`src/rtl/rtc_regacc_ctrl.sv`:
```
// RTC register access controller: arbitrates per-register read/write requests
// into single downstream I2C commands. Optional iDone timeout under RTC_TIMEOUT_EN.
module rtc_regacc_ctrl #(
    parameter int          NREG      = 7,
    parameter int          IDXW      = 3,
    parameter logic [7:0]  ADDR_BASE = 8'h02,
    parameter logic [15:0] TO_CYC    = 16'd50000
) (
    input  logic                CLOCK,
    input  logic                RST_n,
    input  logic [2*NREG-1:0]   iCall,
    input  logic [7:0]          iData,
    output logic                oDone,
    output logic                oErr,
    output logic [7:0]          oRdData,
    output logic [IDXW-1:0]     oIdx,
    output logic [1:0]          oCall,
    input  logic                iDone,
    input  logic [7:0]          iRdData,
    output logic [7:0]          oAddr,
    output logic [7:0]          oData
);

    typedef enum logic [1:0] {
        IDLE  = 2'd0,
        ISSUE = 2'd1,
        DONE  = 2'd2
    } state_t;

    state_t          state;
    logic            wr;
    logic            pick_any;
    logic            pick_wr;
    logic [IDXW-1:0] pick_idx;

    // Any write beats any read; scanning downward leaves the lowest set index.
    always_comb begin
        pick_any = |iCall;
        pick_wr  = |iCall[2*NREG-1:NREG];
        pick_idx = '0;
        for (int k = NREG - 1; k >= 0; k--) begin
            if (pick_wr ? iCall[NREG+k] : iCall[k]) begin
                pick_idx = IDXW'(k);
            end
        end
    end

`ifdef RTC_TIMEOUT_EN
    logic [15:0] cnt;

    always_ff @(posedge CLOCK or negedge RST_n) begin
        if (!RST_n) begin
            state   <= IDLE;
            wr      <= 1'b0;
            oCall   <= 2'b00;
            oDone   <= 1'b0;
            oErr    <= 1'b0;
            oRdData <= 8'h00;
            oIdx    <= '0;
            oAddr   <= 8'h00;
            oData   <= 8'h00;
            cnt     <= 16'd0;
        end else begin
            case (state)
                IDLE: begin
                    oDone <= 1'b0;
                    oErr  <= 1'b0;
                    cnt   <= 16'd0;
                    if (pick_any) begin
                        wr    <= pick_wr;
                        oIdx  <= pick_idx;
                        oAddr <= ADDR_BASE + 8'(pick_idx);
                        if (pick_wr) begin
                            oData <= iData;
                        end
                        oCall <= pick_wr ? 2'b10 : 2'b01;
                        state <= ISSUE;
                    end
                end
                ISSUE: begin
                    if (iDone) begin
                        oCall <= 2'b00;
                        if (!wr) begin
                            oRdData <= iRdData;
                        end
                        oDone <= 1'b1;
                        state <= DONE;
                    end else if (cnt == TO_CYC - 16'd1) begin
                        oCall <= 2'b00;
                        oDone <= 1'b1;
                        oErr  <= 1'b1;
                        state <= DONE;
                    end else begin
                        cnt <= cnt + 16'd1;
                    end
                end
                DONE: begin
                    oDone <= 1'b0;
                    oErr  <= 1'b0;
                    state <= IDLE;
                end
                default: begin
                    state <= IDLE;
                end
            endcase
        end
    end
`else
    // TO_CYC only matters with the timeout counter; folded into a constant zero here.
    assign oErr = 1'b0 & (|TO_CYC);

    always_ff @(posedge CLOCK or negedge RST_n) begin
        if (!RST_n) begin
            state   <= IDLE;
            wr      <= 1'b0;
            oCall   <= 2'b00;
            oDone   <= 1'b0;
            oRdData <= 8'h00;
            oIdx    <= '0;
            oAddr   <= 8'h00;
            oData   <= 8'h00;
        end else begin
            case (state)
                IDLE: begin
                    oDone <= 1'b0;
                    if (pick_any) begin
                        wr    <= pick_wr;
                        oIdx  <= pick_idx;
                        oAddr <= ADDR_BASE + 8'(pick_idx);
                        if (pick_wr) begin
                            oData <= iData;
                        end
                        oCall <= pick_wr ? 2'b10 : 2'b01;
                        state <= ISSUE;
                    end
                end
                ISSUE: begin
                    if (iDone) begin
                        oCall <= 2'b00;
                        if (!wr) begin
                            oRdData <= iRdData;
                        end
                        oDone <= 1'b1;
                        state <= DONE;
                    end
                end
                DONE: begin
                    oDone <= 1'b0;
                    state <= IDLE;
                end
                default: begin
                    state <= IDLE;
                end
            endcase
        end
    end
`endif

endmodule

```
`config.mk`:
```
export PLATFORM = sky130hd
export DESIGN_NAME = rtc_regacc_ctrl
export DESIGN_NICKNAME = d
export VERILOG_FILES = /design/src/rtl/rtc_regacc_ctrl.sv
export SDC_FILE = /design/constraint.sdc
export NUM_CORES = 1
export LEC_CHECK = 0
export ABC_AREA = 1
export CAP_MARGIN = 15
export CELL_PAD_IN_SITES_DETAIL_PLACEMENT = 0
export CELL_PAD_IN_SITES_GLOBAL_PLACEMENT = 2
export CORE_UTILIZATION = 26
export CTS_BUF_LIST = sky130_fd_sc_hd__clkbuf_4
export DETAILED_ROUTE_END_ITERATION = 12
export PLACE_DENSITY = 0.89
export RECOVER_POWER = 100
export SYNTH_ARGS = -nofsm -noshare
export SYNTH_HDL_FRONTEND = slang
export SYNTH_SLANG_ARGS = --single-unit
```
`constraint.sdc`:
```
create_clock -name CLOCK -period 2.6 [get_ports CLOCK]
set_input_delay 0.52 -clock CLOCK [delete_from_list [all_inputs] [get_ports CLOCK]]
set_output_delay 0.52 -clock CLOCK [all_outputs]
set_load 0.05 [all_outputs]
```
==> impl.org <==
** Global routing
- Number of global-route vias before repair :: 1053
- Total routing resource utilization after global routing :: 0.1069
- Maximum number of pins on one net before global-route repair :: 29
- The first global-routing pass estimated 4629 µm of wire.
- The number of antenna violations at the first check in global routing came to 0.
- Remaining Overflow, GRT :: 0

** Placed design
- Port-buffer cells :: 58
- Routability-driven placement finished with a final weighted congestion of 0.7503.
- Once detailed placement completed, the half-perimeter wirelength came to 2221 µm.

** Timing
- Min Clock Period, post-route :: 2.134 ns
- Unrepaired setup endpoints after global routing :: no
- Skew final :: 0.001826 ns
- Setup violations remaining at the end of the flow were counted as 0.
- Dividing the final minimum period by the clock period gives 0.8209.
- The final-report max-slew violation count is 0.
- Worst-Margin Slew :: 1.476 ns
- The count of endpoints failing hold in the final timing report is 0.
- Worst slew margin relative to its limit :: 0.01580
- Static timing analysis puts the maximum clock frequency at 0.4685 GHz.
- Total Negative Setup Slacks :: 0 ns

** Clock network
- Clock tree synthesis inserted a total of 3 buffers.
- Clock edge transition at the registers on the reported setup and hold paths :: 0.14 ns
- Once the clock tree was built, the setup fixing pass inserted 0 buffers.
- CTS built an H-tree with a depth of 1.
- TritonCTS built the clock tree.
- Clock root buffer :: clkbuf_4
- Worst-skew pair later-pin latency :: 0.32 ns
- In this run the deepest clock path goes through 2 buffers.
- Number of buffers added to fix hold violations after cts :: 0
- Clock sink count :: 28
- Post-cts gate resize count :: 0

** Logic synthesis
- Of the post-synthesis cell area, the dominant cell type holds 0.5138.
- Avg Cell Area, Syn :: 9.812 µm²
- Distinct cells, synth :: 21
- The biggest area contributor in the post-synthesis netlist is dfrtp_1.
- Synthesis-stage register bit count :: 28
- After synthesis, the cell types taking the most area are dfrtp_1 51%, mux2_2 13%, nand2_1 7.2%.
- For this run, the register share of the synthesized area comes to 0.5138.
- The Yosys step of the flow raised 0 warnings.
- Cell Area, Synth :: 1364 µm²
- Synthesis produced 139 cells.

** Routing
- In the final routed layout, each cell accounts on average for 10.39 µm.
- After detailed routing, the number of remaining DRC violations is 0.
- In the routed layout, each cell is associated on average with a via count of 4.049.
- Antenna Nets Post-Route :: 0
- Initial DRC count :: 42
- For this block, the routed nets add up to 2775 µm of wire.
- First-pass iteration count of the detailed router :: 4
- The routed layout has 1081 vias.

** Setup path
- The critical path starts at oIdx[0]$_DFFE_PN0P_.
- Endpoint type of the worst setup path :: output pin
- Kind of critical path :: flop to output pin
- Critical R2R Launch :: state[0]$_DFFE_PN0P_
- Data arrives at the worst endpoint at 1.61 ns.
- Depth of the most critical reg-to-reg path :: 6
- Of all nets on the critical path, the largest fanout is 3.
- The endpoint identified for the worst register-to-register timing path is oRdData[4]$_DFFE_PN0P_.
- Together, buffers and inverters on the worst path number 1.
- Register-to-Register Setup Slack :: 1.12 ns
- Among all stages on the critical path, the largest delay is contributed by dlygate4sd3_1.
- STA classifies the critical path startpoint as a flop.
- The critical path goes through dlygate4sd3_1.
- Required time at the worst-slack endpoint :: 2.08 ns
- Family of cells with the greatest summed delay on the critical path :: buffers and inverters
- For this run, the slowest stage of the critical path takes 0.89 ns.

** Floorplanning
- Die boundary width :: 74.43 µm
- Boundary pin count :: 64
- Floorplan die height :: 74.43 µm
- The initial utilization of the core area, before any placement, comes to 0.2795.
- Full die area :: 5539 µm²
- Cell row count :: 25
- The region available for standard cell placement spans 4880 µm².

** Power
- The design draws 2401 µW.
- Dividing total power by cell area gives a power density of 1207 nW/µm².
- For this design the static power due to leakage is 0.0009511 µW.
- Worst voltage drop across the vdd grid :: 0.7179 mV

** Status
- Result of the run :: complete, no violations

** Flow run
- Max_cap viols :: 0

** Finish
- Area occupied by registers :: 700.7 µm²
- Most frequent standard cell in the layout excluding fill and tap cells :: nand2_1
- Final-layout fill cell count :: 525
- The library cells used most frequently in the layout, excluding fill and tap cells, are 33 x nand2_1, 29 x clkdlybuf4s50_1, 29 x dlygate4sd3_1, 28 x dfrtp_1, 17 x inv_1.
- Total number of nets in the final design :: 234
- Antenna cells :: 0
- The multi-input combinational cells in the finished layout cover a total of 523.0 µm².
- Signed area change from the synthesized netlist to the final layout :: 45.87%
- Share of post-route cells with drive strength above 1 :: 0.1400

** Hold path
- Hold Crit Endpoint :: oDone$_DFFE_PN0P_
- The path class of the tightest hold or removal check is flop to flop.
- Hold_sp :: oDone$_DFFE_PN0P_
- The worst hold path passes through 2 cells.
[per-stage QoR]
stage	utilization	std cells	instance area (µm²)	setup WS, ns	hold WS (ns)
3_3_place_gp	0.4115	263	2008	0.4958	0.4701
5_1_grt	0.4077	267	1989	0.2976	0.5122
6_report	0.4077	267	1989	0.4657	0.4924
2_1_floorplan	-	143	1379	1.078	0.2244
3_5_place_dp	0.4115	263	2008	0.4595	0.4662
4_1_cts	0.4169	267	2034	0.4942	0.4949
[area by class of cell]
class | count | area share
Timing Repair Buffer | 60 | 0.2975
Clock inverter | 1 | 0.001887
Tap cell | 67 | 0.04214
Multi-Input combinational cell | 91 | 0.2629
Sequential cell | 28 | 0.3522
Clock buffer | 3 | 0.01132
Inverter | 17 | 0.03208
[cells by family (layout without fill, tap and decap cells)]
logic type	Yosys count	count (layout)	share of synthesized area
buf+inv	24	81	0.08348
compound gates	12	12	0.04770
other cells	1	5	0.002750
flops	28	28	0.5138
simple gates	58	58	0.2202
mux	16	16	0.1321
[worst max-delay path by stage]
| stage | cells past startpoint | slack, ns | endpoint |
|---|---|---|---|
| after floorplan | 6 | 1.08 | oData[0]$_DFFE_PN0P_ |
| after global placement | 7 | 0.50 | oData[6]$_DFFE_PN0P_ |
| after detailed placement | 7 | 0.46 | oData[3]$_DFFE_PN0P_ |
| after CTS | 1 | 0.49 | oAddr[0] |
| after global routing | 2 | 0.30 | oData[6]$_DFFE_PN0P_ |
| final | 1 | 0.47 | oAddr[0] |
[sequential cells by signal (all words and copies together), names as in the netlist]
name	count
oData	8
oRdData	8
oAddr	3
oIdx	3
oCall	2
state	2
oDone	1
wr	1
[per-layer routing]
metal  wire length, µm  global-route usage  vias up  part of all wire
met5                 0                   0        -                 0
met4                 9             0.01258        0            0.0032
met3               199             0.04201        2             0.072
met2              1282              0.1732       40              0.46
met1              1283              0.1391      487              0.46
li1                  -                   -      552                 -
[Yosys cell counts]
cell type / number
dfrtp_1: 28
nand2_1: 26
inv_1: 17
mux2_2: 16
nand2_2: 12
nor2_1: 10
buf_4: 6
a21oi_1: 5
nand3_1: 3
o21ai_0: 3
nor2_4: 2
o21ai_1: 2
a21boi_0: 1
buf_2: 1
conb_1: 1
nand2_4: 1
nand3_2: 1
nand4_1: 1
nor2_8: 1
nor3_1: 1
o31ai_1: 1
[where the power goes]
group	internal [µW]	switching, µW	total [µW]
Combinational	490	996	1490
Sequential	642	92.9	735
Clock	56.3	124	180
Total	1190	1210	2400
Power figures use the tool's default switching activity.
